<file path="src/rtl/uart_tx_queue_if.sv">
// Host/serializer-facing signal bundle for uart_tx_queue.
// The slave view belongs to the queue; the master view belongs to whatever drives it.
interface uart_tx_queue_if #(
  parameter int unsigned AW = 4
) ();

  logic          push;
  logic [7:0]    push_data;
  logic          flush;
  logic          full;
  logic          empty;
  logic [AW:0]   count;
  logic          overflow;
  logic          uart_tx_ready;
  logic          uart_write_enable;
  logic [7:0]    uart_tx_data;

  modport master (
    output push,
    output push_data,
    output flush,
    output uart_tx_ready,
    input  full,
    input  empty,
    input  count,
    input  overflow,
    input  uart_write_enable,
    input  uart_tx_data
  );

  modport slave (
    input  push,
    input  push_data,
    input  flush,
    input  uart_tx_ready,
    output full,
    output empty,
    output count,
    output overflow,
    output uart_write_enable,
    output uart_tx_data
  );

endinterface

</file>
<file path="src/rtl/uart_tx_queue.sv">
// Byte FIFO feeding a UART serializer through an IDLE/OFFER/BUSY handshake.
// Bytes are popped into a holding register when the serializer is idle, then offered
// with write_enable until the serializer reports busy, then held off until it is idle again.
module uart_tx_queue #(
  parameter int unsigned DEPTH = 16,
  parameter int unsigned AW    = 4
) (
  input  logic              clock_i,
  input  logic              reset_i,
  uart_tx_queue_if.slave    bus_io
);

  typedef enum logic [1:0] {
    StIdle  = 2'd0,
    StOffer = 2'd1,
    StBusy  = 2'd2
  } state_e;

  localparam logic [AW:0] FullCount = (AW + 1)'(DEPTH);

  logic [7:0]    mem_q [DEPTH];
  logic [AW-1:0] rd_ptr_q, rd_ptr_d;
  logic [AW-1:0] wr_ptr_q, wr_ptr_d;
  logic [AW:0]   count_q, count_d;
  logic          overflow_q, overflow_d;
  logic [7:0]    tx_data_q, tx_data_d;
  state_e        state_q, state_d;

  logic full, empty, push_ok, push_drop, pop;

  // Status flags come from the pre-edge count only.
  always_comb begin
    full      = (count_q == FullCount);
    empty     = (count_q == '0);
    // Flush wins over a simultaneous push and does not flag it as an overflow.
    push_ok   = bus_io.push && !full && !bus_io.flush;
    push_drop = bus_io.push && full && !bus_io.flush;
    // A flush in IDLE discards the head byte instead of starting a new handshake.
    pop       = (state_q == StIdle) && !empty && bus_io.uart_tx_ready && !bus_io.flush;
  end

  // Handshake FSM: unused code 3 falls back to IDLE.
  always_comb begin
    state_d = state_q;
    unique case (state_q)
      StIdle:  if (pop) state_d = StOffer;
      StOffer: if (!bus_io.uart_tx_ready) state_d = StBusy;
      StBusy:  if (bus_io.uart_tx_ready) state_d = StIdle;
      default: state_d = StIdle;
    endcase
  end

  // Pointer, count, overflow and holding-register next state.
  always_comb begin
    rd_ptr_d   = rd_ptr_q;
    wr_ptr_d   = wr_ptr_q;
    count_d    = count_q;
    overflow_d = overflow_q;
    tx_data_d  = tx_data_q;
    if (pop) begin
      tx_data_d = mem_q[rd_ptr_q];
    end
    if (bus_io.flush) begin
      rd_ptr_d   = '0;
      wr_ptr_d   = '0;
      count_d    = '0;
      overflow_d = 1'b0;
    end else begin
      if (push_ok) wr_ptr_d = wr_ptr_q + 1'b1;
      if (pop)     rd_ptr_d = rd_ptr_q + 1'b1;
      count_d = count_q + {{AW{1'b0}}, push_ok} - {{AW{1'b0}}, pop};
      if (push_drop) overflow_d = 1'b1;
    end
  end

  // Storage array; contents are don't-care after reset so it has none.
  always_ff @(posedge clock_i) begin
    if (push_ok) mem_q[wr_ptr_q] <= bus_io.push_data;
  end

  // Control state with synchronous reset taking priority over everything.
  always_ff @(posedge clock_i) begin
    if (reset_i) begin
      state_q    <= StIdle;
      rd_ptr_q   <= '0;
      wr_ptr_q   <= '0;
      count_q    <= '0;
      overflow_q <= 1'b0;
      tx_data_q  <= 8'h00;
    end else begin
      state_q    <= state_d;
      rd_ptr_q   <= rd_ptr_d;
      wr_ptr_q   <= wr_ptr_d;
      count_q    <= count_d;
      overflow_q <= overflow_d;
      tx_data_q  <= tx_data_d;
    end
  end

  // write_enable is decoded straight from the state register, so it is glitch-free.
  always_comb begin
    bus_io.full              = full;
    bus_io.empty             = empty;
    bus_io.count             = count_q;
    bus_io.overflow          = overflow_q;
    bus_io.uart_write_enable = (state_q == StOffer);
    bus_io.uart_tx_data      = tx_data_q;
  end

endmodule
</file>
<file path="src/flat_wrapper.sv">
// flat-port wrapper written by rule: the top's interface ports become plain ports
module uart_tx_queue_flat 
#(
  parameter int unsigned DEPTH = 16,
  parameter int unsigned AW    = 4
)
  (clock_i, reset_i, bus_io_push, bus_io_push_data, bus_io_flush, bus_io_uart_tx_ready, bus_io_full, bus_io_empty, bus_io_count, bus_io_overflow, bus_io_uart_write_enable, bus_io_uart_tx_data);
  uart_tx_queue_if #(.AW(AW)) bus_io_i ();
  input  logic clock_i;
  input  logic reset_i;
  input wire logic [$bits(bus_io_i.push)-1:0] bus_io_push;
  input wire logic [$bits(bus_io_i.push_data)-1:0] bus_io_push_data;
  input wire logic [$bits(bus_io_i.flush)-1:0] bus_io_flush;
  input wire logic [$bits(bus_io_i.uart_tx_ready)-1:0] bus_io_uart_tx_ready;
  output wire logic [$bits(bus_io_i.full)-1:0] bus_io_full;
  output wire logic [$bits(bus_io_i.empty)-1:0] bus_io_empty;
  output wire logic [$bits(bus_io_i.count)-1:0] bus_io_count;
  output wire logic [$bits(bus_io_i.overflow)-1:0] bus_io_overflow;
  output wire logic [$bits(bus_io_i.uart_write_enable)-1:0] bus_io_uart_write_enable;
  output wire logic [$bits(bus_io_i.uart_tx_data)-1:0] bus_io_uart_tx_data;
  assign bus_io_i.push = bus_io_push;
  assign bus_io_i.push_data = bus_io_push_data;
  assign bus_io_i.flush = bus_io_flush;
  assign bus_io_i.uart_tx_ready = bus_io_uart_tx_ready;
  assign bus_io_full = bus_io_i.full;
  assign bus_io_empty = bus_io_i.empty;
  assign bus_io_count = bus_io_i.count;
  assign bus_io_overflow = bus_io_i.overflow;
  assign bus_io_uart_write_enable = bus_io_i.uart_write_enable;
  assign bus_io_uart_tx_data = bus_io_i.uart_tx_data;
  uart_tx_queue #(.DEPTH(DEPTH), .AW(AW)) u_core (.clock_i(clock_i), .reset_i(reset_i), .bus_io(bus_io_i));
endmodule
</file>
<file path="config.mk">
export PLATFORM = sky130hd
export DESIGN_NAME = uart_tx_queue_flat
export DESIGN_NICKNAME = d
export VERILOG_FILES = /design/src/rtl/uart_tx_queue_if.sv /design/src/rtl/uart_tx_queue.sv /design/src/flat_wrapper.sv
export SDC_FILE = /design/constraint.sdc
export NUM_CORES = 1
export LEC_CHECK = 0
export BUFFER_PORTS_ARGS = -buffer_cell sky130_fd_sc_hd__buf_2
export CORE_MARGIN = 2
export CORE_UTILIZATION = 60
export DETAILED_ROUTE_END_ITERATION = 6
export GPL_ROUTABILITY_DRIVEN = 0
export GPL_TIMING_DRIVEN = 0
export PLACE_DENSITY = 0.78
export SYNTH_ARGS = -nofsm -noshare
export SYNTH_HDL_FRONTEND = slang
export SYNTH_SLANG_ARGS = --single-unit
</file>
<file path="constraint.sdc">
create_clock -name clock_i -period 3.57 [get_ports clock_i]
set_input_delay 0.714 -clock clock_i [delete_from_list [all_inputs] [get_ports clock_i]]
set_output_delay 0.714 -clock clock_i [all_outputs]
set_load 0.01 [all_outputs]
</file>
---- Yosys cells after proc, flatten, opt, wreduce, memory -nomap -nowiden ----
Memory sizes are Yosys's and may differ from the RTL's. A register that Yosys moved wholly into a read port is not among the register bits.
Cells that the tools add are included.
word-level totals
  input port bits ......................... 13
  memories ................................ 1
  flip-flop bits (word level) ............. 16
  logic and storage cells ................. 36
  memory bits (writable) .................. 128
memory list
  memory        depth  width  read ports  clocked after Yosys merged registers in  wr ports  RTL line             RTL
  u_core.mem_q  16     8      1           1                                        1         uart_tx_queue.sv:21  logic [7:0] mem_q [DEPTH];
cells by class
  $add $sub $neg .......................... 4
  reductions and logical operators ........ 14
  muxes and demuxes ....................... 6
  equal/unequal tests ..................... 6
operators by type and width
  cell                   count
  $add A4 B1 Y4 const B  2
  $logic_and A1 B1 Y1    7
  $mux W2                3
  $pmux W2 S3            1
  $add A5 B1 Y5          1
  $eq A5 B5 Y1 const B   1
  $logic_not A5 Y1       1
  $sub A5 B1 Y5          1
  $ne A2 B2 Y1 const B   2
  $logic_not A1 Y1       3
  $reduce_and A3 Y1      1
  $eq A2 B1 Y1 const B   1
  $eq A2 B2 Y1 const B   1
  $logic_not A2 Y1       1
  $mux W1                2
  $ne A2 B1 Y1 const B   1
  $reduce_or A2 Y1       1

---- Depth between registers and ports, before layout ----
Gate-level depths: netlist (run 1).
  depth in word-level cells ............... 7
  gate-level depth with buffers ........... 15

---- Worst setup path before layout (run 1) ----
Ideal clock, no wire load.
  path type ............................... flip-flop to flip-flop
  start ................................... register u_core.count_q[3] (netlist: u_core.bus_io.count[3])
  end ..................................... register u_core.count_q[4] (netlist: u_core.bus_io.count[4])
  required time ........................... 3.500 ns
  cell stages (with the launch flop) ...... 16
  period minus slack after synthesis ...... 3.032 ns
  arrival time ............................ 2.962 ns
  path slack .............................. 0.538 ns
  path through ............................ dfxtp_1 -> inv_1 -> ha_1 -> or4b_1 -> clkbuf_1 -> nand2_2 -> buf_2 -> inv_1 -> ha_1 -> inv_1 -> ha_1 -> fa_1 -> a21oi_1 -> nor2_1 -> or3_1 -> a21oi_1
on the way
  longest elaborated chain between the ends .. 6
  elaborated cells between the ends (all ways) .. 11
  those cells by class .................... add/sub: 2; eq/ne: 1; reduce/logical: 8
RTL lines
  element                            RTL line             RTL
  start: declaration                 uart_tx_queue.sv:24  logic [AW:0] count_q, count_d;
  start signal: assignment           uart_tx_queue.sv:94  count_q <= count_d;
  $logic_not A5 Y1                   uart_tx_queue.sv:34  empty = (count_q == '0);
  $logic_not A1 Y1                   uart_tx_queue.sv:39  pop = (state_q == StIdle) && !empty && bus_io.uart_tx_ready && !bus_io.flush;
  $logic_and A1 B1 Y1 (3 in series)  uart_tx_queue.sv:39
  via u_core.pop                     uart_tx_queue.sv:29  logic full, empty, push_ok, push_drop, pop;
  $sub A5 B1 Y5                      uart_tx_queue.sv:71  count_d = count_q + {{AW{1'b0}}, push_ok} - {{AW{1'b0}}, pop};
The timed path passes the listed nets, and every way through them passes these cells.
A chain may end at the register's enable or synchronous reset.

---- Worst setup path after layout (run 1) ----
  start ................................... register u_core.count_q[2] (netlist: u_core.bus_io.count[2])
  end ..................................... register u_core.count_q[4] (netlist: u_core.bus_io.count[4])
The elaborated chain is that of the path after synthesis.

==> results.md, run 1 <==
- Status: finished, final reports clean
- GR Util met3: 0.0555
- Met2 Use GR: 0.389
- Min cycle time layout: around 3.3 ns
- DR iter-0 viols: approximately 220
- Worst vdd ir: 0.327 mV
- Dpl cells: between 400 and 500
- Largest family of logic cells by synthesized area: multiplexers
- Pwr/cell area: between 500 and 600 nW/um^2
- Clock sink count: between 150 and 200
- Final ANT Viol Nets: 0
- XOR/XNOR Fraction of Synth Area: 0.0143
- Clock root buffer: clkbuf_8
- Initial antenna violation count: 1
- Maximum fanout along the worst path: 13
- Core footprint: between 9000 and 10000 um^2
- Final worst path period share: 0.911
- Post-Syn Area: ~6000 um^2
- Tightest Pin Transition: around 0.95 ns
- Slew Limit Headroom: 0.362
- Top cells by area, synth: edfxtp_1 63%, mux4_2 12%, dfxtp_1 7.9%, mux2i_1 2.6%, ha_1 2.2%
- Total congestion overflow: 0
- Count of pins over their slew limit: 0
- Delay-heaviest family, CP: simple AND/OR/NAND/NOR gates
- Slowest Stage Delay on Critical Path: between 0.4 and 0.5 ns
- # rows: 36
- Share of flip-flops with an asynchronous set or reset: 0
- CP required: between 4 and 5 ns
- Crit path DAT: about 3.7 ns
- Critical path buffer and inverter count: 4
- Count of state elements after synthesis: 152
- Post-cts repair resize count: 0
- Most common cell in the netlist: edfxtp_1
- Mux share of post-synthesis cell area: 0.144
- Syn. warnings: 0
- Setup ws final: between 0.3 and 0.4 ns
- Worst clock skew: roughly 0.0057 ns
- Type of the worst min-delay path: in -> reg
- DRC violations left: 0
- Vias per cell: 5.89
- Static leakage: approximately 2.3 nW
- Post-synth EDFFs: 128
- CTS tree: done
- Total vias in the final route: slightly above 3000
- Post-layout util: 0.714
- Fin. Hold Viols: 0
- Max Fclk: 308 MHz
- IO Port Bufs: 29
- GR peak layer: met2
- Die Wd: approximately 100 um
- CP cell instances: inv_1, ha_1, or4b_1, clkbuf_1, nand2_2, inv_1, ha_1, inv_1, ha_1, fa_1, a21oi_1, nor2_1, or3_1, a21oi_1
- Gr usage total: 0.230
- Synthesized Nets: 360
- DRT Pass-1 Iters: 6
- Netlist cell types: 34
- Synth Area in Compound Gates: 0.0282
- Startpoint Class: flip-flop
- Seq/Total Area, Yosys: 0.707
- Main synth FF type: edfxtp_1
- Maxcap violations: 0
- Grt met1 use: 0.289
- Yosys top cell area share: 0.628
- Initial core utilization: 0.623
- Simple-Gate Fraction of Synth Area: 0.0593
- Post-Syn Instances: approximately 340
- First-pass GRT wire length: around 18000 um
- Synth Area in Adders: 0.0258
- CP endpoint kind: flip-flop
- I/O Pins: 30
- Hold buffers post-CTS: 0
- Vert. Die Dim: between 100 and 150 um
- Share of post-route cells with drive strength above 1: 0.290
- Critical path class: reg -> reg
- Vias in the first global route: roughly 3300
- Post-route setup TNS: 0 ns
- Largest net degree at the start of global routing: 17
- Synth area leader: edfxtp_1
- Final setup fails: 0
- Mean post-synth cell area: around 18 um^2
- Num CTS Buffers: 17
- ANT cells: 0
- WL final: between 10000 and 15000 um
- Dpl hpwl: roughly 7400 um
- Total die area: approximately 11000 um^2
- Unrepaired setup endpoints after global routing: false
- Post-synth top cells: 128 x edfxtp_1, 32 x mux4_2, 25 x nor2_1, 24 x dfxtp_1, 16 x mux2i_1
- CTS max path bufs: 2
- Worst skew pair latency: approximately 0.53 ns
- Layout area overhead: 14.6%
- WL/cell: 21.9 um
- Place WS: approximately 0.25 ns
- Fin cells: 529
- Clock-pin slew on the worst setup and hold paths: ~0.06 ns
- H-tree Lvls: 4
- Post-CTS setup buffer count: 0
- Fin Hold WS: 0.377 ns
- Final net count: 408
- Slowest-stage cell, CP: or4b_1
## cells in the final DEF (no fill, tap or decap), drive strengths merged
cell type  count
nand4b         1
ha            11
nor4b          1
buf           38
and2b          1
nor2          25
a21o           1
bufinv         1
edfxtp       128
a21oi          7
clkbuf        32
xnor2          5
nand2          8
inv           15
xor2           5
and4bb         1
or2            1
or3            2
or4b           1
clkinvlp       3
nand2b         3
o21ai          2
dfxtp         24
o221ai         8
mux2i         16
nor3           6
nand3          4
nor2b          1
nand3b         9
mux4          32
clkinv         2
and3           1
fa             1
## cell families after synthesis
group / Yosys count
DFF: 152
muxes: 48
adders and majority gates: 12
xor gates and xnor gates: 10
buffers and inverters: 30
and+or+nand+nor: 65
AOI/OAI and AO/OA: 18
## where the power goes
| group | internal, W | total [W] | switching, W |
|---|---|---|---|
| sequential | 0.00195 | 0.00197 | 0.0000199 |
| combinational | 0.000107 | 0.000266 | 0.000160 |
| clock | 0.00100 | 0.00168 | 0.000676 |
## state kept, by name, summed over array words and instances (netlist names)
name	flops
u_core.bus_io.count	5
u_core.bus_io.overflow	1
u_core.bus_io.uart_tx_data	8
u_core.mem_q	128
u_core.rd_ptr_q	4
u_core.state_q	2
u_core.wr_ptr_q	4
## final timing paths
| path | from | to | slack, ns | cells past startpoint |
|---|---|---|---|---|
| min | bus_io_uart_tx_ready | u_core.state_q[1] | 0.38 | 2 |
| max reg2reg | u_core.bus_io.count[2] | u_core.bus_io.count[4] | 0.32 | 14 |
| max | u_core.bus_io.count[2] | u_core.bus_io.count[4] | 0.32 | 14 |
| min reg2reg | u_core.bus_io.overflow | u_core.bus_io.overflow | 0.47 | 2 |
## metrics by stage
stage	total power, W	cell area (um^2)
global placement	0.00226	6430
detailed placement	0.00227	6440
CTS	0.00394	7010
global route	0.00404	7010
floorplan	0.00218	6120
finish	0.00392	7010
## area by class of cell
class	instances	area, um^2
clock inverter	9	88.8
timing repair buffer	30	153
sequential	152	4320
clock buffer	23	477
tap	133	166
inverter	12	45.0
buffer	17	83.8
multi-input combinational	153	1680
fill	641	2810
## layer usage
layer | share of wire | routed length [um]
met5 | 0.0011 | 13
met4 | 0.013 | 151
met3 | 0.068 | 791
met2 | 0.53 | 6110
met1 | 0.39 | 4500
No activity file was read; power rests on OpenSTA's default activity.
==> run 2, diff against run 1 <==
Settings changed: CORE_UTILIZATION 60 to 40, PLACE_DENSITY 0.78 to not set, SKIP_LAST_GASP set to 1.
==> run 2 against run 1 <==
Net effect:
- first-iteration DRC count down 28%
- via count down 3.0%
- clock skew increased by 0.0018 ns
- utilization down 24 points
- cell count rose by 10%
- die area increased by 48%
- sequential power hardly changed
- highest routed layer is now met4
- fmax down 3.1%
- register-to-register slack worse by 0.10 ns
==> results.md, run 2 (synthesized netlist as in run 1, its figures left out) <==
- Post-CTS setup buffer count: 0 (unchanged)
- First-pass GRT wire length: 18200 um (-0.22%)
- Total vias in the final route: 3021 (-3.0%)
- Worst clock skew: 0.00751 ns (+0.00182 ns)
- GR peak layer: met2
- Final setup fails: 0 (unchanged)
- Slew Limit Headroom: 0.213 (-0.149)
- DP Area: 6520 um^2 (+1.2%)
- Clock-pin slew on the worst setup and hold paths: 0.06 ns (about the same)
- Largest register FFs: 128 (unchanged)
- Final net count: 408 (unchanged)
- Tightest Pin Transition: 1.18 ns (+0.223 ns)
- CTS tree: done
- Max Fclk: 298 MHz (-3.1%)
- Count of pins over their slew limit: 0 (unchanged)
- Fin cells: 584 (+10%)
- CTS max path bufs: 2 (unchanged)
- Initial core utilization: 0.406 (-0.218)
- ANT cells: 0 (unchanged)
- Crit path DAT: 3.71 ns (about the same)
- H-tree Lvls: 4 (unchanged)
- Unrepaired setup endpoints after global routing: false
- Post-cts repair resize count: 0 (unchanged)
- WL/cell: 20.3 um (-7.2%)
- DR iter-0 viols: 157 (-28%)
- Top reg by flops: u_core.mem_q
- Vert. Die Dim: 128 um (+22%)
- Initial antenna violation count: 0 (-1)
- Slowest Stage Delay on Critical Path: 0.45 ns (about the same)
- Min cycle time layout: 3.36 ns (+0.104 ns)
- Leading cell types in the layout, fill and taps excluded: 128 x edfxtp_1, 34 x buf_2, 32 x mux4_2, 25 x nor2_1, 24 x dfxtp_1
- Met2 Use GR: 0.250 (-0.139)
- Slowest-stage cell, CP: or4b_1
- Die Wd: 128 um (+22%)
- # rows: 45 (+25%)
- Total congestion overflow: 0 (unchanged)
- WL final: 11900 um (+2.4%)
- Status: finished, final reports clean
- Pwr/cell area: 557 nW/um^2 (-0.31%)
- Worst vdd ir: 0.392 mV (+20%)
- Final ANT Viol Nets: 0 (unchanged)
- Commonest non-fill, non-tap cell in the layout: edfxtp_1
- Core footprint: 15100 um^2 (+54%)
- Dpl hpwl: 7780 um (+5.0%)
- Startpoint Class: flip-flop
- Type of the worst min-delay path: reg -> reg
- Static leakage: 2.33 nW (+0.11%)
- Critical path class: reg -> reg
- Layout area overhead: 16.0%
- Vias per cell: 5.17 (-12%)
- GR Util met3: 0.0455 (-0.0100)
- Hold buffers post-CTS: 0 (unchanged)
- Vias in the first global route: 3105 (-4.8%)
- I/O Pins: 30 (unchanged)
- CP endpoint kind: flip-flop
- Final worst path period share: 0.940 (+0.0291)
- Worst skew pair latency: 0.42 ns (-0.11 ns)
- Share of post-route cells with drive strength above 1: 0.293 (+0.00253)
- Maximum fanout along the worst path: 10 (-3)
- CP cell instances: inv_1, ha_1, or4b_1, clkbuf_1, nand2_2, buf_2, inv_1, ha_1, inv_1, ha_1, fa_1, a21oi_1, nor2_1, or3_1, a21oi_1
- Clock sink count: 152 (unchanged)
- Post-route cell area: 7100 um^2 (+1.2%)
- Maxcap violations: 0 (unchanged)
- Fin. Hold Viols: 0 (unchanged)
- IO Port Bufs: 29 (unchanged)
- Grt met1 use: 0.209 (-0.0793)
- Dpl cells: 552 (+11%)
- DRC violations left: 0 (unchanged)
- CP required: 3.92 ns (-0.11 ns)
- Post-route setup TNS: 0 ns (unchanged)
- Gr usage total: 0.156 (-0.0734)
- DRT Pass-1 Iters: 5 (-1)
- Fin Hold WS: 0.462 ns (+0.0852 ns)
- Largest net degree at the start of global routing: 17 (unchanged)
- Clock root buffer: clkbuf_16
- Num CTS Buffers: 17 (unchanged)
- Total die area: 16300 um^2 (+48%)
[run 2: changes by cell type in the layout (fill, tap and decap cells not counted), sizes merged]
cell | before | now
clkinvlp | 3 | 4
clkinv | 2 | 3
inv | 15 | 13
[run 2: final timing paths]
path / start / to / slack, ns / depth (start not counted)
max: u_core.bus_io.count[3] / u_core.bus_io.count[4] / 0.21 / 15
min: u_core.bus_io.overflow / u_core.bus_io.overflow / 0.46 / 2
max reg2reg: u_core.bus_io.count[3] / u_core.bus_io.count[4] / 0.21 / 15
min reg2reg: u_core.bus_io.overflow / u_core.bus_io.overflow / 0.46 / 2
[run 2: power breakdown]
| part | switching (W) | internal [W] | leakage (nW) | total (W) |
|---|---|---|---|---|
| clock network | 0.000680 | 0.00104 | 0.272 | 0.00172 |
| registers | 0.0000200 | 0.00195 | 1.35 | 0.00197 |
| logic | 0.000156 | 0.000108 | 0.707 | 0.000265 |
| total | 0.000857 | 0.00309 | 2.33 | 0.00395 |
[run 2: final cells by class]
type / count / area, um^2
Tap cell: 188 / 235
Clock buffer: 23 / 488
Fill cell: 1297 / 7990
Sequential cell: 152 / 4320
Multi-Input combinational cell: 153 / 1680
Clock inverter: 9 / 91.3
Inverter: 12 / 45.0
Buffer: 18 / 88.8
Timing Repair Buffer: 29 / 145
[run 2: metal layers]
layer / wire, um / up-vias
li1: - / 1406
met1: 5360 / 1560
met2: 5970 / 51
met3: 468 / 4
met4: 48 / 0
met5: 0 / -
[run 2: metrics by stage]
stage                     power (W)  utilization  setup WS [ns]
after global placement      0.00227        0.431          0.247
final                       0.00395        0.470          0.215
after CTS                   0.00399        0.470          0.183
after floorplan             0.00218            -          0.538
after detailed placement    0.00228        0.432          0.199
after global routing        0.00409        0.470        0.00402
[run 2: critical path: cells and delay by family (launching register included)]
kind | cells | cell delay [ns]
adders and majority gates | 4 | 1.05
buffers and inverters | 5 | 0.65
DFF | 1 | 0.32
and+or+nand+nor | 4 | 0.99
AOI/OAI and AO/OA | 2 | 0.28
==> run 3, diff against run 2 <==
Settings changed: PLACE_DENSITY_LB_ADDON set to 0.1.
==> run 3 against run 2 <==
Net effect:
- clock power grew 4%
- global-route usage grew 0.64 points
- sequential power is essentially flat
- clock skew grew 0.00051 ns
- fmax is 3.3% higher
- register-to-register slack gained 0.11 ns
- setup slack improved by 0.11 ns
- die area did not move
- cell count did not move
==> results.md, run 3 (synthesized netlist as in run 1, its figures left out) <==
- DRT Pass-1 Iters: 4 (-1)
- Slowest-stage cell, CP: or4b_1
- FF/Latch Area: 4320 um^2 (unchanged)
- Total vias in the final route: 3025 (+0.13%)
- CP endpoint kind: flip-flop
- IO Port Bufs: 29 (unchanged)
- Worst vdd ir: 0.319 mV (-18%)
- Fin cells: 584 (unchanged)
- Vert. Die Dim: 128 um (unchanged)
- Pwr/cell area: 565 nW/um^2 (+1.6%)
- Critical path class: reg -> reg
- DRC violations left: 0 (unchanged)
- Worst clock skew: 0.00803 ns (+0.000514 ns)
- Grt met1 use: 0.221 (+0.0120)
- ANT cells: 0 (unchanged)
- WL final: 12200 um (+2.7%)
- Multi-input logic area: 1680 um^2 (-0.30%)
- Slowest Stage Delay on Critical Path: 0.43 ns (-0.02 ns)
- Gr usage total: 0.163 (+0.00640)
- WL/cell: 20.8 um (+2.7%)
- GR Util met3: 0.0380 (-0.00751)
- Post-route setup TNS: 0 ns (unchanged)
- Tot Pwr: 0.00402 W (+1.8%)
- Clock-pin slew on the worst setup and hold paths: 0.06 ns (about the same)
- CP cell instances: inv_1, ha_1, or4b_1, clkbuf_1, nand2_2, inv_1, ha_1, inv_1, ha_1, fa_1, a21oi_1, nor2_1, or3_1, a21oi_1
- Share of post-route cells with drive strength above 1: 0.285 (-0.00758)
- Max Fclk: 308 MHz (+3.3%)
- Startpoint Class: flip-flop
- Dpl cells: 553 (+0.18%)
- CP required: 3.93 ns (about the same)
- FILL cells: 1308 (+0.85%)
- Crit path DAT: 3.60 ns (-0.11 ns)
- Largest register FFs: 128 (unchanged)
- Largest net degree at the start of global routing: 17 (unchanged)
- First-pass GRT wire length: 18900 um (+4.0%)
- Top reg by flops: u_core.mem_q
- I/O Pins: 30 (unchanged)
- CTS max path bufs: 2 (unchanged)
- Maximum fanout along the worst path: 13 (+3)
- Worst skew pair latency: 0.42 ns (about the same)
- Static leakage: 2.35 nW (+0.93%)
- Final setup fails: 0 (unchanged)
- Type of the worst min-delay path: reg -> reg
- Layout area overhead: 16.3%
- Slew Limit Headroom: 0.301 (+0.0880)
- GR peak layer: met2
- Unrepaired setup endpoints after global routing: false
- Clock root buffer: clkbuf_16
- Count of pins over their slew limit: 0 (unchanged)
- Final net count: 408 (unchanged)
- Total die area: 16300 um^2 (unchanged)
- Total congestion overflow: 0 (unchanged)
- CTS tree: done
- Final ANT Viol Nets: 0 (unchanged)
- Met2 Use GR: 0.259 (+0.00881)
- Vias per cell: 5.18 (+0.13%)
- # rows: 45 (unchanged)
- Fin. Hold Viols: 0 (unchanged)
- Min cycle time layout: 3.25 ns (-0.108 ns)
- Core footprint: 15100 um^2 (unchanged)
- Post-CTS setup buffer count: 0 (unchanged)
- Final worst path period share: 0.910 (-0.0303)
- Commonest non-fill, non-tap cell in the layout: edfxtp_1
- Dpl hpwl: 8150 um (+4.8%)
- Vias in the first global route: 3093 (-0.39%)
- Initial core utilization: 0.406 (unchanged)
- Die Wd: 128 um (unchanged)
- DR iter-0 viols: 180 (+15%)
- H-tree Lvls: 4 (unchanged)
- Status: finished, final reports clean
- Leading cell types in the layout, fill and taps excluded: 128 x edfxtp_1, 34 x buf_2, 32 x mux4_2, 25 x nor2_1, 24 x dfxtp_1
- Initial antenna violation count: 0 (unchanged)
- Maxcap violations: 0 (unchanged)
- Num CTS Buffers: 17 (unchanged)
- Clock sink count: 152 (unchanged)
- Tightest Pin Transition: 1.04 ns (-0.132 ns)
-- run 3: changes by cell type in the layout (fill, tap and decap cells not counted), sizes merged --
cell	before	now
clkinvlp	4	1
clkbuf	32	35
inv	13	12
clkinv	3	4
-- run 3: worst paths after layout --
kind | start | to | slack (ns) | depth (start not counted)
setup / recovery | u_core.bus_io.count[2] | u_core.bus_io.count[4] | 0.32 | 14
hold / removal | u_core.bus_io.overflow | u_core.bus_io.overflow | 0.49 | 2
setup reg to reg | u_core.bus_io.count[2] | u_core.bus_io.count[4] | 0.32 | 14
hold reg to reg | u_core.bus_io.overflow | u_core.bus_io.overflow | 0.49 | 2
-- run 3: final cells by class --
| class | instances | area share |
|---|---|---|
| buffer | 17 | 0.0118 |
| inverter | 12 | 0.00633 |
| sequential | 152 | 0.608 |
| timing repair buffer | 30 | 0.0211 |
| clock buffer | 26 | 0.0763 |
| multi-input combinational | 153 | 0.236 |
| tap | 188 | 0.0331 |
| clock inverter | 6 | 0.00809 |
-- run 3: repair_timing --
action	4_1_cts	5_1_grt
gates resized for setup	0	0
setup endpoints to repair	0	1
hold buffers	0	0
-- run 3: through the flow --
step                      utilization  hold WS (ns)  instance area, um^2  setup WS, ns
after floorplan                     -         0.499                 6120         0.538
after global placement          0.431         0.447                 6500         0.202
final                           0.472         0.495                 7120         0.323
after global routing            0.472         0.485                 7120        0.0374
after detailed placement        0.432         0.482                 6520         0.208
after CTS                       0.472         0.480                 7120         0.180
-- run 3: worst max-delay path: cells and delay by family, from the launching register on --
family,cells,cell delay [ns]
and+or+nand+nor,4,1.12
adders and majority gates,4,1.06
buffers and inverters,4,0.41
DFF,1,0.32
AOI/OAI and AO/OA,2,0.28
-- run 3: per-layer routing --
layer  wire [um]  part of all wire
met4         182             0.015
met5           0                 0
met3         300             0.025
met1        5810              0.48
met2        5870              0.48
-- run 3: power by group --
group | total (W) | internal, W | switching, W
sequential | 0.00197 | 0.00195 | 0.0000192
combinational | 0.000262 | 0.000107 | 0.000156
clock | 0.00179 | 0.00112 | 0.000672
